$ cat src/rtl/fx2_bus_arbiter.sv
`default_nettype none
// ============================================================================
//  Module      : fx2_bus_arbiter
//  Description : Direction arbiter for the shared FX2 slave-FIFO bus.
//                Hands the bus between the EP2 command-receive path (RX)
//                and the EP6 upload path (TX). Switching happens only at
//                packet boundaries. Hold times are bounded. A turnaround
//                gap with fdata_oe low separates every direction change.
//  Revision    : 1.0  initial release
// ============================================================================
module fx2_bus_arbiter #(
   parameter int unsigned TURN_CYCLES = 2,     // idle cycles per direction change (0 acts as 1)
   parameter int unsigned RX_MAX_HOLD = 256,   // RX hold limit while TX waits
   parameter int unsigned TX_MAX_HOLD = 4096,  // TX hold limit while EP2 data waits
   parameter int unsigned CNT_W       = 13     // hold/turn counter width
) (
   input  logic       Clk,
   input  logic       Rst_n,
   input  logic       ep2_has_data,
   input  logic       rx_busy,
   input  logic       tx_req,
   input  logic       tx_busy,
   input  logic       upload_lock,
   output logic       rw_switch,
   output logic       rx_grant,
   output logic       tx_grant,
   output logic       fdata_oe,
   output logic [2:0] arb_state
);

   // -------------------------------------------------------------------------
   // State encoding (the numeric values are visible on arb_state)
   // -------------------------------------------------------------------------
   typedef enum logic [2:0] {
      ST_IDLE    = 3'd0,
      ST_RX      = 3'd1,
      ST_TURN_TX = 3'd2,
      ST_TX      = 3'd3,
      ST_TURN_RX = 3'd4
   } arb_state_t;

   // A zero-length turnaround would let both sides drive the bus together,
   // so it is promoted to one cycle.
   localparam int unsigned    C_TURN_EFF  = (TURN_CYCLES == 0) ? 1 : TURN_CYCLES;
   localparam logic [CNT_W-1:0] C_TURN_LAST = CNT_W'(C_TURN_EFF - 1);
   localparam logic [CNT_W-1:0] C_RX_HOLD   = CNT_W'(RX_MAX_HOLD);
   localparam logic [CNT_W-1:0] C_TX_HOLD   = CNT_W'(TX_MAX_HOLD);
   localparam logic [CNT_W-1:0] C_CNT_MAX   = '1;
   localparam logic [CNT_W-1:0] C_CNT_ONE   = CNT_W'(1);

   // -------------------------------------------------------------------------
   // Registers and their next-state values
   // -------------------------------------------------------------------------
   arb_state_t       state_q,     state_d;
   logic [CNT_W-1:0] cnt_q,       cnt_d;
   logic             rw_switch_q, rw_switch_d;
   logic             rx_grant_q,  rx_grant_d;
   logic             tx_grant_q,  tx_grant_d;
   logic             fdata_oe_q,  fdata_oe_d;

   // Qualified exit conditions for the two owning states
   logic w_rx_release;
   logic w_tx_release;

   // Release conditions: never while the owner is mid-transfer; otherwise
   // when the owner has nothing left, or when the other side has waited for
   // the full hold limit. An active upload session cannot be preempted.
   always_comb begin
      w_rx_release = 1'b0;
      w_tx_release = 1'b0;
      if (!rx_busy) begin
         w_rx_release = !ep2_has_data || (tx_req && (cnt_q >= C_RX_HOLD));
      end
      if (!tx_busy) begin
         w_tx_release = !tx_req ||
                        (ep2_has_data && !upload_lock && (cnt_q >= C_TX_HOLD));
      end
   end

   // Next-state logic, shared hold/turn counter and output decode from the
   // next state, so every output changes on the edge that enters its state.
   always_comb begin
      state_d     = state_q;
      cnt_d       = (cnt_q == C_CNT_MAX) ? cnt_q : (cnt_q + C_CNT_ONE);
      rw_switch_d = 1'b0;
      rx_grant_d  = 1'b0;
      tx_grant_d  = 1'b0;
      fdata_oe_d  = 1'b0;

      case (state_q)
         ST_IDLE: begin
            // RX wins a tie unless an upload session is holding priority
            if (tx_req && (upload_lock || !ep2_has_data)) begin
               state_d = ST_TURN_TX;
            end else if (ep2_has_data) begin
               state_d = ST_RX;
            end
         end

         ST_RX: begin
            if (w_rx_release) begin
               state_d = tx_req ? ST_TURN_TX : ST_IDLE;
            end
         end

         ST_TURN_TX: begin
            // TX is entered even if tx_req fell meanwhile; it then leaves
            // on the first cycle with tx_busy low.
            if (cnt_q >= C_TURN_LAST) begin
               state_d = ST_TX;
            end
         end

         ST_TX: begin
            if (w_tx_release) begin
               state_d = ST_TURN_RX;
            end
         end

         ST_TURN_RX: begin
            if (cnt_q >= C_TURN_LAST) begin
               state_d = ep2_has_data ? ST_RX : ST_IDLE;
            end
         end

         default: begin
            state_d = ST_IDLE;
         end
      endcase

      // The counter measures time spent in the current state only
      if (state_d != state_q) begin
         cnt_d = '0;
      end

      case (state_d)
         ST_RX: begin
            rx_grant_d = 1'b1;
         end
         ST_TURN_TX, ST_TURN_RX: begin
            rw_switch_d = 1'b1;
         end
         ST_TX: begin
            rw_switch_d = 1'b1;
            tx_grant_d  = 1'b1;
            fdata_oe_d  = 1'b1;
         end
         default: begin
            rw_switch_d = 1'b0;
         end
      endcase
   end

   // State, counter and registered outputs; reset takes effect immediately
   always_ff @(posedge Clk or negedge Rst_n) begin
      if (!Rst_n) begin
         state_q     <= ST_IDLE;
         cnt_q       <= '0;
         rw_switch_q <= 1'b0;
         rx_grant_q  <= 1'b0;
         tx_grant_q  <= 1'b0;
         fdata_oe_q  <= 1'b0;
      end else begin
         state_q     <= state_d;
         cnt_q       <= cnt_d;
         rw_switch_q <= rw_switch_d;
         rx_grant_q  <= rx_grant_d;
         tx_grant_q  <= tx_grant_d;
         fdata_oe_q  <= fdata_oe_d;
      end
   end

   assign rw_switch = rw_switch_q;
   assign rx_grant  = rx_grant_q;
   assign tx_grant  = tx_grant_q;
   assign fdata_oe  = fdata_oe_q;
   assign arb_state = state_q;

   // -------------------------------------------------------------------------
   // Bus-safety invariants
   // -------------------------------------------------------------------------
`ifndef SYNTHESIS
   a_grant_mutex : assert property (@(posedge Clk) disable iff (!Rst_n)
      !(rx_grant_q && tx_grant_q));

   a_oe_needs_tx_mux : assert property (@(posedge Clk) disable iff (!Rst_n)
      fdata_oe_q |-> rw_switch_q);

   a_rx_no_preempt : assert property (@(posedge Clk) disable iff (!Rst_n)
      (state_q == ST_RX && rx_busy) |=> (state_q == ST_RX));

   a_tx_no_preempt : assert property (@(posedge Clk) disable iff (!Rst_n)
      (state_q == ST_TX && tx_busy) |=> (state_q == ST_TX));

   // Each of the last C_TURN_EFF cycles before the FPGA starts driving (or
   // before RX is granted) must have had the opposite grant low.
   for (genvar k = 1; k <= C_TURN_EFF; k++) begin : g_turn_gap
      a_gap_to_tx : assert property (@(posedge Clk) disable iff (!Rst_n)
         $rose(fdata_oe_q) |-> $past(!rx_grant_q && !fdata_oe_q, k));
      a_gap_to_rx : assert property (@(posedge Clk) disable iff (!Rst_n)
         $rose(rx_grant_q) |-> $past(!tx_grant_q && !fdata_oe_q, k));
   end
`endif

endmodule
`default_nettype wire

$ cat config.mk
export PLATFORM = sky130hd
export DESIGN_NAME = fx2_bus_arbiter
export DESIGN_NICKNAME = d
export VERILOG_FILES = /design/src/rtl/fx2_bus_arbiter.sv
export SDC_FILE = /design/constraint.sdc
export NUM_CORES = 1
export LEC_CHECK = 0
export ABC_AREA = 1
export CAP_MARGIN = 10
export CORE_UTILIZATION = 55
export CTS_CLUSTER_DIAMETER = 50
export DETAILED_ROUTE_END_ITERATION = 10
export GPL_ROUTABILITY_DRIVEN = 0
export PLACE_DENSITY = 0.82
export SLEW_MARGIN = 20
export SYNTH_ARGS = -nofsm -noshare
export SYNTH_HDL_FRONTEND = slang
export SYNTH_SLANG_ARGS = --single-unit
$ cat constraint.sdc
create_clock -name Clk -period 2 [get_ports Clk]
set_input_delay 0.3 -clock Clk [delete_from_list [all_inputs] [get_ports Clk]]
set_output_delay 0.3 -clock Clk [all_outputs]
set_load 0.005 [all_outputs]
==> results of run 1 <==
[metrics by stage]
step / cell area (um2) / TNS [ps]
2_1_floorplan: 1224 / 0
3_3_place_gp: 1414 / 0
3_5_place_dp: 1414 / -74.13
4_1_cts: 1441 / 0
5_1_grt: 1449 / 0
6_report: 1449 / 0
[where the power goes]
group	switching, mW	internal, mW	total (mW)	leakage (nW)
registers	0.0543	0.461	0.516	0.256
clock network	0.121	0.0747	0.195	0.0177
logic	0.615	0.377	0.992	0.413
[layout by cell type, fill, tap and decap left out, drive strengths merged, types with 3 or more instances in the layout]
cell type	count
buf	6
xor2	5
nand3	16
nor2	34
nand2	38
dfrtp	19
inv	24
clkdlybuf4s50	13
a21oi	3
clkbuf	3
ha	3
o21ai	7
nor3	4
[cell families after synthesis]
| kind of cell | count (synthesis) | share of synthesized area (%) |
|---|---|---|
| AND/OR/NAND/NOR | 93 | 36.71 |
| XOR/XNOR | 6 | 4.294 |
| buffers and inverters | 26 | 8.896 |
| adder cells (fa/ha/maj) | 3 | 3.068 |
| flip-flops | 19 | 38.86 |
| AO/OA/AOI/OAI | 14 | 8.179 |
[per-layer routing]
metal / up-vias / part of all wire, %
li1: 540 / -
met1: 512 / 46
met2: 37 / 48
met3: 5 / 5.9
met4: 0 / 0.98
met5: - / 0
[worst paths after layout]
kind | cells after the start | slack (ps) | end | from
max | 13 | 160 | cnt_q[9] | cnt_q[1]
min | 2 | 310 | cnt_q[12] | Rst_n
max reg2reg | 13 | 160 | cnt_q[9] | cnt_q[1]
min reg2reg | 2 | 600 | cnt_q[10] | cnt_q[10]
max in group asynchronous | 2 | 1470 | cnt_q[0] | Rst_n
min in group Clk | 2 | 600 | cnt_q[10] | cnt_q[10]
[repair_timing]
action / in CTS / in global routing
setup endpoints to repair: 0 / 13
setup buffers: 0 / 0
gates resized for setup: 0 / 2
[flip-flops by register name (all words and copies together) (netlist names)]
name       cells
arb_state      3
cnt_q         13
fdata_oe       1
rw_switch      1
rx_grant       1
[final cells by class]
cell class              count  share of cell area [%]
multi-input cells         116                   44.65
flip-flops and latches     19                   32.82
repair buffers             19                   12.09
inverters                  24                   6.218
well taps                  27                   2.332
clock buffers               3                   1.554
clock inverters             1                  0.3454
==> qor.txt, run 1 <==
status - finished, final reports clean
Initial Util - 60.52%
Leakage - 0.6862 nW
routed len/inst - 11.74 um
Crit-path slowest cell - dfrtp_1
Cell variety after synth - 26
Synth area leaders - dfrtp_1 39%, nand2_1 10%, nor2_2 6.6%, inv_1 5.8%, nor2_1 5.8%
fin crit period - 1840 ps
Non-Filler Instances - 209
worst min path class - in -> async
WP data required - 2190 ps
slew margin rel. - 81.45%
total grt overflow - 0
vias in the first global route - 1022
final setup fails - 0
top post-synthesis cells by count - 34 x nand2_1, 19 x dfrtp_1, 19 x inv_1, 19 x nor2_1, 14 x nand3_1
placeable core area - 2022 um2
post-synth top area share - 38.85%
dominant synthesized flop cell - dfrtp_1
Top Usage Layer GRT - met2
first-pass GRT wire length - 4.291 mm
met2 Use GR - 38.13%
fin nets - 193
Layout fillers - 164
Setup crit start kind - flop
pre-CTS setup slack - -15.89 ps
Layout Area Growth over Synthesis - 18.40%
1st-iter DRT viols - 34
largest net degree at the start of global routing - 20
H-tree Lvls - 1
via total after detailed routing - 1094
Mapped Cells - 161
most frequent cell after synthesis - nand2_1
full die area - 2418 um2
DP HPWL - 1.871 mm
number of I/O port buffers - 13
critical path arrival - 2030 ps
met3 GRT Util - 3.738%
Post-synth EDFFs - 0
total track usage - 23.04%
number of buffers created by CTS - 3
sequential share of the synthesized area - 38.85%
hold slack - 314.8 ps
Clock Latency Late Sink - 310 ps
Final period util - 91.99%
Worst Setup Path Type - reg -> reg
dominant cell type by area after synthesis - dfrtp_1
CTS max path bufs - 2
Synth Register Bits - 19
met1 usage - 31.19%
CTS Hold Bufs - 0
share of layout cells above drive strength 1 - 23.08%
wirelength, routed - 2.453 mm
number of cell rows - 16
crit-path cells - inv_1 -> ha_1 -> or2_1 -> nor2_2 -> nand2_2 -> nand2_1 -> nand2_1 -> nand2_1 -> nand2_1 -> nand3_2 -> nand2_1 -> nand2_4 -> nor2_1
Inserted Diodes - 0
Max-cap violations - 0
measured slew at the worst slew-check pin - 275.3 ps
worst path bufs/invs - 1
Placed Instances - 205
clock root buffer - clkbuf_4
Post-Syn Area per Cell - 7.600 um2
TritonCTS clock tree - yes
crit-path leading delay family - simple AND/OR/NAND/NOR gates
Synth warnings - 0
critical path's most frequent cell - nand2_1
Max VDD drop - 0.0008957 V
FMAX - 543.5 MHz
total power divided by cell area - 1175 nW/um2
num ports - 14
Crit Path Max Fanout - 13
RSZ-0062 raised after global routing - false
area occupied by registers - 475.5 um2
Die W - 49.17 um
Tot Pwr - 1.703 mW
Synth Net Count - 171
DRC Markers - 0
vias per cell - 5.234
antenna violations before repair - 0
Final Util - 71.66%
Slew Limit Fails - 0
Pre-antenna DRT Iters - 5
Worst Skew - 11.33 ps
post-route ant nets - 0
final worst setup slack - 160.2 ps
clock sinks - 19
clk slew on worst S/H paths - 110 ps
final hold vios - 0
Die Y - 49.17 um
CP peak stage delay - 360 ps
Cell Area, Synth - 1224 um2
area occupied by multi-input gates - 646.9 um2
CP endpoint kind - flop
Async SR Flop Fraction - 100.0%
Power figures use the tool's default switching activity.
==> run 2, diff against run 1 <==
Settings changed: CORE_UTILIZATION 55 to 53, PLACE_DENSITY 0.82 to 0.8.
==> run 2 against run 1 <==
Design area is 1.1% higher. Cell count is 1.4% higher. Sequential power hardly changed. Global-route usage is 0.46 points higher. Worst hold slack worse by 12 ps. Routed wire length is 5.5% higher. Core utilization is 4.8 points lower. Count of clock-buffer cells in the layout is 1 higher. Critical endpoint is now cnt_q[8]. Clock skew is 4.5 ps lower. Die area is 3.6% higher. Largest power group unchanged.
==> qor.txt, run 2 (synthesized netlist as in run 1, its figures left out) <==
Worst Skew - 6.800 ps
total power divided by cell area - 1229 nW/um2
post-route ant nets - 0
FMAX - 540.9 MHz
Placed Instances - 206
worst min path class - in -> async
Largest register FFs - 13
status - finished, final reports clean
TritonCTS clock tree - yes
Die W - 50.05 um
final hold vios - 0
Layout fillers - 183
clock sinks - 19
Crit path depth - 13
final worst setup slack - 151.1 ps
placed instance area - 1415 um2
number of cell rows - 17
Initial Util - 55.85%
measured slew at the worst slew-check pin - 273.4 ps
vias in the first global route - 1077
Clock Latency Late Sink - 310 ps
num ports - 14
clk slew on worst S/H paths - 110 ps
DP HPWL - 1.975 mm
most frequent cells in the layout - 34 x nand2_1, 19 x inv_1, 19 x nor2_1, 19 x dfrtp_1, 14 x nand3_1
placeable core area - 2191 um2
slew margin rel. - 81.63%
Pre-antenna DRT Iters - 4
crit-path cells - inv_1 -> ha_1 -> or2_1 -> nor2_2 -> nand2_1 -> nand2_1 -> nand2_1 -> nand2_1 -> nand2_1 -> nand3_2 -> nand2_1 -> nand2_4 -> nor2_1
most common cell after layout, fill and taps aside - nand2_1
wirelength, routed - 2.587 mm
1st-iter DRT viols - 17
CTS max path bufs - 2
Crit-path slowest cell - dfrtp_1
number of I/O port buffers - 13
pre-CTS setup slack - -37.31 ps
Final period util - 92.44%
full die area - 2505 um2
Inserted Diodes - 0
Slew Limit Fails - 0
Leakage - 0.6954 nW
Final Instance Area - 1465 um2
Max-cap violations - 0
fin crit period - 1849 ps
vias per cell - 5.033
Most flops, register - cnt_q
total grt overflow - 0
Worst R2R Path Depth - 13
number of buffers created by CTS - 3
Setup crit start kind - flop
critical path arrival - 2050 ps
Layout Area Growth over Synthesis - 19.73%
Crit Path Max Fanout - 7
Max VDD drop - 0.0008813 V
setup_tns - 0 ps
CP peak stage delay - 380 ps
routed len/inst - 12.20 um
antenna violations before repair - 0
final setup fails - 0
share of layout cells above drive strength 1 - 22.83%
WP data required - 2200 ps
largest net degree at the start of global routing - 20
CTS Hold Bufs - 0
fin nets - 195
H-tree Lvls - 1
worst path bufs/invs - 1
DRC Markers - 0
Die Y - 50.05 um
total track usage - 23.49%
crit-path leading delay family - simple AND/OR/NAND/NOR gates
first-pass GRT wire length - 4.353 mm
Tot Pwr - 1.800 mW
critical path's most frequent cell - nand2_1
clock root buffer - clkbuf_4
Non-Filler Instances - 212
Worst Setup Path Type - reg -> reg
via total after detailed routing - 1067
CP endpoint kind - flop
## run 2: metrics by stage
stage | util [%] | hold slack [ps]
2_1_floorplan | - | 4.409
3_3_place_gp | 64.59 | 567.4
3_5_place_dp | 64.59 | 583.8
4_1_cts | 65.79 | 301.1
5_1_grt | 66.88 | 335.6
6_report | 66.88 | 302.3
## run 2: what timing repair did
| item | 4_1_cts | 5_1_grt |
|---|---|---|
| gates resized for setup | 0 | 2 |
| setup endpoints to repair | 0 | 13 |
| setup buffers | 0 | 1 |
## run 2: path summary, 6_finish.rpt
check                                from         to  slack [ps]
worst max-delay path             cnt_q[1]   cnt_q[8]         150
worst min-delay path                Rst_n  cnt_q[11]         300
worst max register to register   cnt_q[1]   cnt_q[8]         150
worst min register to register  cnt_q[10]  cnt_q[10]         600
max in group asynchronous           Rst_n   cnt_q[2]        1500
min in group Clk                cnt_q[10]  cnt_q[10]         600
## run 2: per-layer routing
| metal | track usage [%] | up-vias | part of all wire (%) |
|---|---|---|---|
| met5 | 0 | - | 0 |
| met4 | 9.524 | 0 | 1.5 |
| met3 | 6.173 | 7 | 3.2 |
| met2 | 39.78 | 15 | 48 |
| met1 | 27.77 | 499 | 48 |
| li1 | - | 546 | - |
## run 2: area by class of cell
type                       count  area (um2)  share of cell area (%)
tap                           28       35.03                   2.391
clock buffer                   4       26.28                   1.793
inverter                      24       90.09                   6.149
multi-input combinational    117       655.6                   44.75
sequential                    19       475.5                   32.45
timing repair buffer          20       182.7                   12.47
## run 2: power by group
part           internal, mW  switching, mW
Sequential            0.461         0.0569
Clock                0.0779          0.124
Combinational         0.409          0.672
## run 2: worst register-to-register path: cells and delay by family, from the launching register on
| kind | cells | cell delay [ps] |
|---|---|---|
| and+or+nand+nor | 11 | 1130 |
| adders and majority gates | 1 | 170 |
| DFF | 1 | 380 |
| buffers and inverters | 1 | 70 |
